===== src/rtl/mem_lsu.sv =====
// mem_lsu: MEM-stage load/store unit.
// Issues one registered req/ack bus transfer per memory instruction, holds the
// pipeline with stallreq until the transfer is done, and hands aligned,
// extended load data plus exception flags to MEM/WB.
// Optional access watchdog: define MEM_LSU_TIMEOUT_EN.
`ifndef AluOpBus
`define AluOpBus 7:0
`endif
`ifndef RegAddrBus
`define RegAddrBus 4:0
`endif

module mem_lsu #(
  parameter int unsigned ADDR_W         = 32,
  parameter int unsigned TIMEOUT_CYCLES = 16
) (
  input  logic              clk,
  input  logic              rst,
  input  logic              flush,
  input  logic [`AluOpBus]  mem_aluop,
  input  logic [31:0]       mem_mem_addr,
  input  logic [31:0]       mem_reg2,
  input  logic [`RegAddrBus] mem_wd,
  input  logic              mem_wreg,
  input  logic [31:0]       mem_wdata,
  input  logic [31:0]       mem_excepttype_i,
  input  logic [31:0]       dbus_rdata,
  input  logic              dbus_ack,
  output logic              dbus_req,
  output logic              dbus_we,
  output logic [ADDR_W-1:0] dbus_addr,
  output logic [3:0]        dbus_sel,
  output logic [31:0]       dbus_wdata,
  output logic              stallreq,
  output logic [`RegAddrBus] wb_wd,
  output logic              wb_wreg,
  output logic [31:0]       wb_wdata,
  output logic [31:0]       mem_excepttype_o
);

  localparam logic [7:0] EXE_LB_OP  = 8'b1110_0000;
  localparam logic [7:0] EXE_LH_OP  = 8'b1110_0001;
  localparam logic [7:0] EXE_LW_OP  = 8'b1110_0011;
  localparam logic [7:0] EXE_LBU_OP = 8'b1110_0100;
  localparam logic [7:0] EXE_LHU_OP = 8'b1110_0101;
  localparam logic [7:0] EXE_SB_OP  = 8'b1110_1000;
  localparam logic [7:0] EXE_SH_OP  = 8'b1110_1001;
  localparam logic [7:0] EXE_SW_OP  = 8'b1110_1011;

  typedef enum logic [1:0] {IDLE, BUSY, DONE, DRAIN} state_t;

  state_t             state_q, state_d;
  logic               req_q, req_d;
  logic               we_q, we_d;
  logic [ADDR_W-1:0]  addr_q, addr_d;
  logic [3:0]         sel_q, sel_d;
  logic [31:0]        wdata_q, wdata_d;
  logic [31:0]        rdata_q, rdata_d;

`ifdef MEM_LSU_TIMEOUT_EN
  localparam int unsigned CNT_W = $clog2(TIMEOUT_CYCLES + 1);
  localparam logic [CNT_W-1:0] CNT_MAX = CNT_W'(TIMEOUT_CYCLES - 1);
  logic [CNT_W-1:0]   cnt_q, cnt_d;
  logic               fault_q, fault_d;
`else
  logic               unused_timeout_cfg;
  assign unused_timeout_cfg = ^TIMEOUT_CYCLES;
`endif

  logic        is_load, is_store, is_mem, misaligned, can_issue;
  logic [3:0]  sel_c;
  logic [31:0] wdata_c;
  logic [7:0]  byte_sel;
  logic [15:0] half_sel;
  logic [31:0] load_data;

  // Decode the access: lane enables, replicated store data, alignment.
  always_comb begin : decode
    is_load    = 1'b0;
    is_store   = 1'b0;
    misaligned = 1'b0;
    sel_c      = '0;
    wdata_c    = '0;
    case (mem_aluop)
      EXE_LB_OP, EXE_LBU_OP: begin
        is_load = 1'b1;
        sel_c   = 4'b0001 << mem_mem_addr[1:0];
      end
      EXE_LH_OP, EXE_LHU_OP: begin
        is_load    = 1'b1;
        sel_c      = mem_mem_addr[1] ? 4'b1100 : 4'b0011;
        misaligned = mem_mem_addr[0];
      end
      EXE_LW_OP: begin
        is_load    = 1'b1;
        sel_c      = 4'b1111;
        misaligned = |mem_mem_addr[1:0];
      end
      EXE_SB_OP: begin
        is_store = 1'b1;
        sel_c    = 4'b0001 << mem_mem_addr[1:0];
        wdata_c  = {4{mem_reg2[7:0]}};
      end
      EXE_SH_OP: begin
        is_store   = 1'b1;
        sel_c      = mem_mem_addr[1] ? 4'b1100 : 4'b0011;
        wdata_c    = {2{mem_reg2[15:0]}};
        misaligned = mem_mem_addr[0];
      end
      EXE_SW_OP: begin
        is_store   = 1'b1;
        sel_c      = 4'b1111;
        wdata_c    = mem_reg2;
        misaligned = |mem_mem_addr[1:0];
      end
      default: ;
    endcase
    is_mem    = is_load | is_store;
    can_issue = is_mem && !misaligned && (mem_excepttype_i == '0) && !flush;
  end

  // Select and extend the captured load word.
  always_comb begin : load_extend
    byte_sel = rdata_q[{mem_mem_addr[1:0], 3'b000} +: 8];
    half_sel = mem_mem_addr[1] ? rdata_q[31:16] : rdata_q[15:0];
    case (mem_aluop)
      EXE_LB_OP:  load_data = {{24{byte_sel[7]}}, byte_sel};
      EXE_LBU_OP: load_data = {24'h0, byte_sel};
      EXE_LH_OP:  load_data = {{16{half_sel[15]}}, half_sel};
      EXE_LHU_OP: load_data = {16'h0, half_sel};
      default:    load_data = rdata_q;
    endcase
  end

  // Next-state and next bus-register values.
  always_comb begin : next_state
    state_d = state_q;
    req_d   = req_q;
    we_d    = we_q;
    addr_d  = addr_q;
    sel_d   = sel_q;
    wdata_d = wdata_q;
    rdata_d = rdata_q;
`ifdef MEM_LSU_TIMEOUT_EN
    cnt_d   = cnt_q;
    fault_d = fault_q;
`endif
    case (state_q)
      IDLE: begin
        if (can_issue) begin
          state_d = BUSY;
          req_d   = 1'b1;
          we_d    = is_store;
          addr_d  = {mem_mem_addr[ADDR_W-1:2], 2'b00};
          sel_d   = sel_c;
          wdata_d = wdata_c;
`ifdef MEM_LSU_TIMEOUT_EN
          cnt_d   = '0;
`endif
        end
      end
      BUSY: begin
        // An ack coinciding with flush completes the transfer; nothing to drain.
        if (dbus_ack) begin
          req_d   = 1'b0;
          rdata_d = dbus_rdata;
          state_d = flush ? IDLE : DONE;
        end else if (flush) begin
          state_d = DRAIN;
`ifdef MEM_LSU_TIMEOUT_EN
          cnt_d   = '0;
        end else if (cnt_q == CNT_MAX) begin
          req_d   = 1'b0;
          fault_d = 1'b1;
          state_d = DONE;
        end else begin
          cnt_d   = cnt_q + 1'b1;
`endif
        end
      end
      DONE: begin
        state_d = IDLE;
`ifdef MEM_LSU_TIMEOUT_EN
        fault_d = 1'b0;
`endif
      end
      DRAIN: begin
        if (dbus_ack) begin
          req_d   = 1'b0;
          state_d = IDLE;
        end
`ifdef MEM_LSU_TIMEOUT_EN
        else if (cnt_q == CNT_MAX) begin
          req_d   = 1'b0;
          state_d = IDLE;
        end else begin
          cnt_d   = cnt_q + 1'b1;
        end
`endif
      end
      default: state_d = IDLE;
    endcase
  end

  // State and registered bus outputs.
  always_ff @(posedge clk or negedge rst) begin
    if (!rst) begin
      state_q <= IDLE;
      req_q   <= 1'b0;
      we_q    <= 1'b0;
      addr_q  <= '0;
      sel_q   <= '0;
      wdata_q <= '0;
      rdata_q <= '0;
`ifdef MEM_LSU_TIMEOUT_EN
      cnt_q   <= '0;
      fault_q <= 1'b0;
`endif
    end else begin
      state_q <= state_d;
      req_q   <= req_d;
      we_q    <= we_d;
      addr_q  <= addr_d;
      sel_q   <= sel_d;
      wdata_q <= wdata_d;
      rdata_q <= rdata_d;
`ifdef MEM_LSU_TIMEOUT_EN
      cnt_q   <= cnt_d;
      fault_q <= fault_d;
`endif
    end
  end

  // Write-back controls, exception flags and stall request.
  always_comb begin : wb_out
    wb_wd            = mem_wd;
    wb_wreg          = mem_wreg;
    wb_wdata         = mem_wdata;
    mem_excepttype_o = mem_excepttype_i;
    stallreq         = 1'b0;
    if (is_mem && misaligned) begin
      mem_excepttype_o = mem_excepttype_i | (is_load ? 32'h0000_0010 : 32'h0000_0040);
      wb_wreg          = 1'b0;
    end
    if (mem_excepttype_i != '0) wb_wreg = 1'b0;
    case (state_q)
      IDLE:  stallreq = can_issue;
      BUSY:  stallreq = 1'b1;
      DONE: begin
        if (is_load) wb_wdata = load_data;
`ifdef MEM_LSU_TIMEOUT_EN
        if (fault_q) begin
          mem_excepttype_o = mem_excepttype_o | (is_load ? 32'h0000_0020 : 32'h0000_0080);
          wb_wreg          = 1'b0;
        end
`endif
      end
      DRAIN: begin
        wb_wreg  = 1'b0;
        stallreq = can_issue;
      end
      default: ;
    endcase
    if (!rst) stallreq = 1'b0;
  end

  assign dbus_req   = req_q;
  assign dbus_we    = we_q;
  assign dbus_addr  = addr_q;
  assign dbus_sel   = sel_q;
  assign dbus_wdata = wdata_q;

endmodule


===== config.mk =====
export PLATFORM = sky130hd
export DESIGN_NAME = mem_lsu
export DESIGN_NICKNAME = d
export VERILOG_FILES = /design/src/rtl/mem_lsu.sv
export SDC_FILE = /design/constraint.sdc
export NUM_CORES = 1
export LEC_CHECK = 0
export BUFFER_PORTS_ARGS = -buffer_cell sky130_fd_sc_hd__buf_2
export CORE_MARGIN = 2
export CORE_UTILIZATION = 41
export CTS_CLUSTER_SIZE = 28
export DETAILED_ROUTE_END_ITERATION = 8
export PLACE_DENSITY = 0.78
export SLEW_MARGIN = 20
export SYNTH_ARGS = -nofsm -noshare
export SYNTH_HDL_FRONTEND = slang
export SYNTH_SLANG_ARGS = --single-unit

===== constraint.sdc =====
create_clock -name clk -period 2.3 [get_ports clk]
set_input_delay 0.46 -clock clk [delete_from_list [all_inputs] [get_ports clk]]
set_output_delay 0.46 -clock clk [all_outputs]
set_load 0.02 [all_outputs]

# --- After elaboration in Yosys (flattened, before gate mapping) ---
# Cells that the tools add are included.
word_totals:
  ff_bits: 102
  latchBits: 0
  ramBits: 0
  romBits: 0
  inputBits: 178
  out_inout_bits: 141
  wordCells: 74
  n_memories: 0
classes:
  add_sub_neg: 0
  n_mul: 0
  div_mod_pow: 0
  magnitude_cmp: 0
  eq_ne: 15
  shifts: 2
  muxes: 26
  bitwise_logic: 2
  n_reduce_logical: 22
op_table:
  columns: ["op", "count"]
  rows:
  - ["$pmux 32 s4", 1]
  - ["$mux 32", 3]
  - ["$pmux 32 s3", 1]
  - ["$eq 8x8->1 const B", 8]
  - ["$logic_not 32->1", 1]
  - ["$or 32x7->32", 1]
  - ["$reduce_bool 32->1", 1]
  - ["$shiftx 32x6->8", 1]
  - ["$mux 16", 1]
  - ["$pmux 4 s3", 1]
  - ["$mux 2", 5]
  - ["$reduce_or 3->1", 3]
  - ["$mux 1", 8]
  - ["$pmux 2 s4", 1]
  - ["$reduce_or 2->1", 4]
  - ["$mux 7", 1]
  - ["$pmux 1 s2", 3]
  - ["$reduce_and 3->1", 2]
  - ["$reduce_or 5->1", 1]
  - ["$eq 2x2->1 const B", 2]
  - ["$logic_and 1x1->1", 4]
  - ["$mux 4", 1]
  - ["$ne 2x2->1 const B", 2]
  - ["$reduce_and 2->1", 2]
  - ["8 further kinds", 9]

# --- Depth between registers and ports, before layout ---
logic_depth:
  ltp_word: 9
  depth_mapped: 8
  depth_no_buf: 7

# --- Worst setup path after synthesis ---
# Ideal clock, no wire load.
synth_timing:
  path_type: "input-to-output"
  startpoint: "input mem_aluop[4]"
  endpoint: "output wb_wdata[11]"
  t_arrival_ns: 2.055
  required_ns: 1.840
  setup_slack_ns: -0.215
  stages: 7
  n_path_buf: 2
  cell_sequence: "nand4b_1 -> a211oi_1 -> and2_1 -> clkbuf_1 -> buf_2 -> nor2_1 -> a31oi_1"
synth_between:
  elab_chain_len: 5
  word_cells_on_any_way: 10
  classes_between: "5 x eq/ne; 4 x mux; 1 x reduce/logical"
synth_rtl:
  columns: ["element", "line_no", "source"]
  rows:
  - ["from (decl)", "20", "input logic [`AluOpBus] mem_aluop,"]
  - ["$eq 8x8->1 (on tied branches)", "84, 126", null]
  - ["$reduce_or 5->1 (no line)", null, null]
  - ["$mux 1", "84", "case (mem_aluop)"]
  - ["$mux 32 *", "250", "if (is_load) wb_wdata = load_data;"]
  - ["$mux 32 *", "246", "case (state_q)"]
  - ["to (decl)", "37", "output logic [31:0] wb_wdata,"]
# Every way passes the cells marked *; elsewhere a longest branch is shown, timed or not.

# --- Worst setup path in the final report ---
layout_timing:
  startpoint: "register rdata_q[15]"
  endpoint: "output wb_wdata[31]"
layout_between:
  elab_chain_len: 4
  word_cells_on_any_way: 5
  classes_between: "1 x shift; 4 x mux"
layout_rtl:
  columns: ["element", "line_no", "source"]
  rows:
  - ["from (decl)", "58", "logic [31:0] rdata_q, rdata_d;"]
  - ["from (signal assigned)", "226", "rdata_q <= rdata_d;"]
  - ["$shiftx 32x6->8 or $mux 16 (tied branches)", "124, 125", null]
  - ["$pmux 32 s4 *", "126", "case (mem_aluop)"]
  - ["$mux 32 *", "250", null]
  - ["$mux 32 *", "246", null]
# Marked as above.

==> metrics.txt <==
Top delay family on crit path multiplexers; Die X 123 um; First DRT Iteration DRCs 391; Crit Path Class reg -> out; Max FO, Critical Path 5; chip height 123 um; Final nets 1092; std cell rows 43; most frequent cells in the layout buf_2, nand2_1, dfrtp_1, buf_4, mux2_2; Syn-to-layout area delta 49.6%; DP Area 7830 um2; Crit. End Element primary output; num ports 319; CP Launch Point rdata_q[15]; Synth Register Bits 102; Slowest-stage cell, CP mux4_2; total global-route track usage 25.0%; Worst Hold Class in -> async; Final Non-Filler Cells 1094; ANT nets after route 0; Routed Wire Length 19900 um; CTS tree yes; Net Sw Frac 35.8%; register area share after synthesis 43.8%; pre-CTS WS -0.282 ns; DRT Pass-1 Iters 5; first-pass GRT wire length 28900 um; Psw 2.14 mW; CTS Buf Count 9; syn avg cell area 9.75 um2; worst-case clock buffer depth 2; clock insertion delay at the later pin of the skew report 0.36 ns; initial antenna violation count 1; diodes inserted 0; Setup Skew 0.00688 ns; RD Place Congestion 0.937; cts hold-fix bufs 0; Initial Utilization 41.9%; global route total overflow 0; post-synthesis cell type count 51; status complete, but fails checks; sequential power share 40.7%; critical path, cell by cell mux4_2 -> and4_4 -> nor2_4 -> o31a_4 -> buf_6 -> a21oi_2 -> buf_2; Inst Count DP 1064; Worst-path clk slew 0.08 ns; endpoints failing setup 30; design area 8710 um2; fin crit share 110%; drt via density 5.31; fill cell count 1133; largest net degree at the start of global routing 103; CTS H-tree lvls 3; Crit path largest cell delay 0.46 ns; clock power share 26.0%; Async SR Flop Fraction 100%; combinational power share 33.3%; Post-synth EDFFs 0; Cell Area, Synth 5820 um2; DPL Wire Length 14100 um; Hold Slack 0.142 ns; vias in the first global route 5663; Tmin final 2.53 ns; CP startpoint kind flop; area of the multi-input gates 3190 um2; Pleak 4.42 nW; clk sinks 102; fin. max-slew vios 0; violated checks negative setup slack; I/O Buffers 306; Worst-Margin Slew 0.597 ns; Worst Path Required 1.84 ns; layout cells sized above 1 58.2%; Bufs and invs on worst path 2; worst setup margin -0.225 ns; final core utilization 62.8%; RSZ-0062 raised after global routing true; Peak VDD IR 0.401 mV; power per standard cell area 688 nW/um2; Cells after Synth 597; Internal 3.85 mW; Rel. slew slack 60.2%; WL/cell 18.2 um; FMAX 0.396 GHz; vias 5808; Main synth FF type dfrtp_1; commonest non-fill, non-tap cell in the layout buf_2; DR DRC count 0; Hold Vio Cnt, Final 0; core region area 13900 um2; clk root buf clkbuf_16; data arrival time of the worst path 2.07 ns; Synth Warn # 0; max-cap viol count 0; storage element area 2550 um2; worst reg2reg startpoint state_q[1]; Die ar. 15200 um2
repair_timing:
item                       CTS  global route
gates cloned                 3             1
gates resized for setup     72            43
buffers inserted            11             3
setup endpoints to repair   33            35
pin swaps                    6             8
kinds of logic after synthesis:
kind of cell    Yosys count  synth area share (%)
fa+ha+maj                 5                  1.07
compound gates          142                  15.6
buf+inv                  92                  9.20
flops                   102                  43.8
other cells               1                0.0644
simple gates            181                  13.7
mux                      74                  16.5
flip-flops by register name, indices dropped and copies added (netlist names):
| name | flops |
|---|---|
| state_q | 2 |
| dbus_we | 1 |
| dbus_wdata | 32 |
| dbus_sel | 4 |
| rdata_q | 32 |
| dbus_addr | 30 |
| dbus_req | 1 |
synth_stat cells (all sizes together) (2+ instances only):
master   count  area share (%)
a21oi       22             1.9
o211ai       3            0.39
nor4        10             1.3
and2         3            0.32
o22ai       16             1.7
ha           5             1.1
o32a         2            0.34
a31oi       14             1.5
nand2      110             7.1
buf         57             6.8
nor2b        3            0.32
nand3        2            0.17
nand4        2            0.21
clkbuf      20             1.4
dfrtp      102              44
a32oi        8             1.2
o2111ai      2            0.41
nand2b       3            0.32
a211oi       2            0.26
o21ai       47             4.0
inv         15            0.97
o31ai        2            0.26
mux2        72              16
a22oi       16             2.1
nor3         8            0.69
nor3b        3            0.39
nor2        34             2.3
path summary, 6_finish.rpt:
path	endpoint	slack (ns)	cells after the start
worst max-delay path	wb_wdata[31]	-0.23	7
worst min-delay path	dbus_sel[3]	0.14	2
worst max register to register	dbus_addr[9]	0.31	6
worst min register to register	dbus_sel[2]	0.48	2
max in group asynchronous	state_q[1]	1.65	2
min in group clk	dbus_addr[6]	0.33	2
final cells by class:
| cell class | instances | share of cell area [%] |
|---|---|---|
| Sequential cell | 102 | 29.3 |
| Inverter | 15 | 0.646 |
| Tap cell | 180 | 2.59 |
| Clock buffer | 9 | 2.59 |
| Timing Repair Buffer | 377 | 27.3 |
| Clock inverter | 7 | 0.991 |
| Multi-Input combinational cell | 404 | 36.6 |
per-stage QoR:
step	setup TNS, ns	power (mW)
after floorplan	-0.828	3.57
after global placement	-14.12	4.13
after detailed placement	-14.66	4.18
after CTS	-4.88	5.92
after global routing	-6.71	6.29
final	-4.81	5.99
power groups by stage:
stage / sequential [mW] / combinational, mW / clock (mW)
floorplan: 2.35 / 1.22 / 0
global placement: 2.45 / 1.68 / 0
detailed placement: 2.47 / 1.72 / 0
CTS: 2.41 / 1.90 / 1.61
global route: 2.47 / 2.16 / 1.67
finish: 2.44 / 1.99 / 1.56
routing by layer:
metal	GRT usage [%]	up-vias	part of all wire [%]	routed length [um]
li1	-	2701	-	-
met1	29.8	2784	38	7570
met2	42.7	273	51	10100
met3	7.61	48	8.7	1730
met4	8.81	2	2.6	520
met5	0	-	0.065	13
Note: power is estimated with default switching activity, not from simulation.
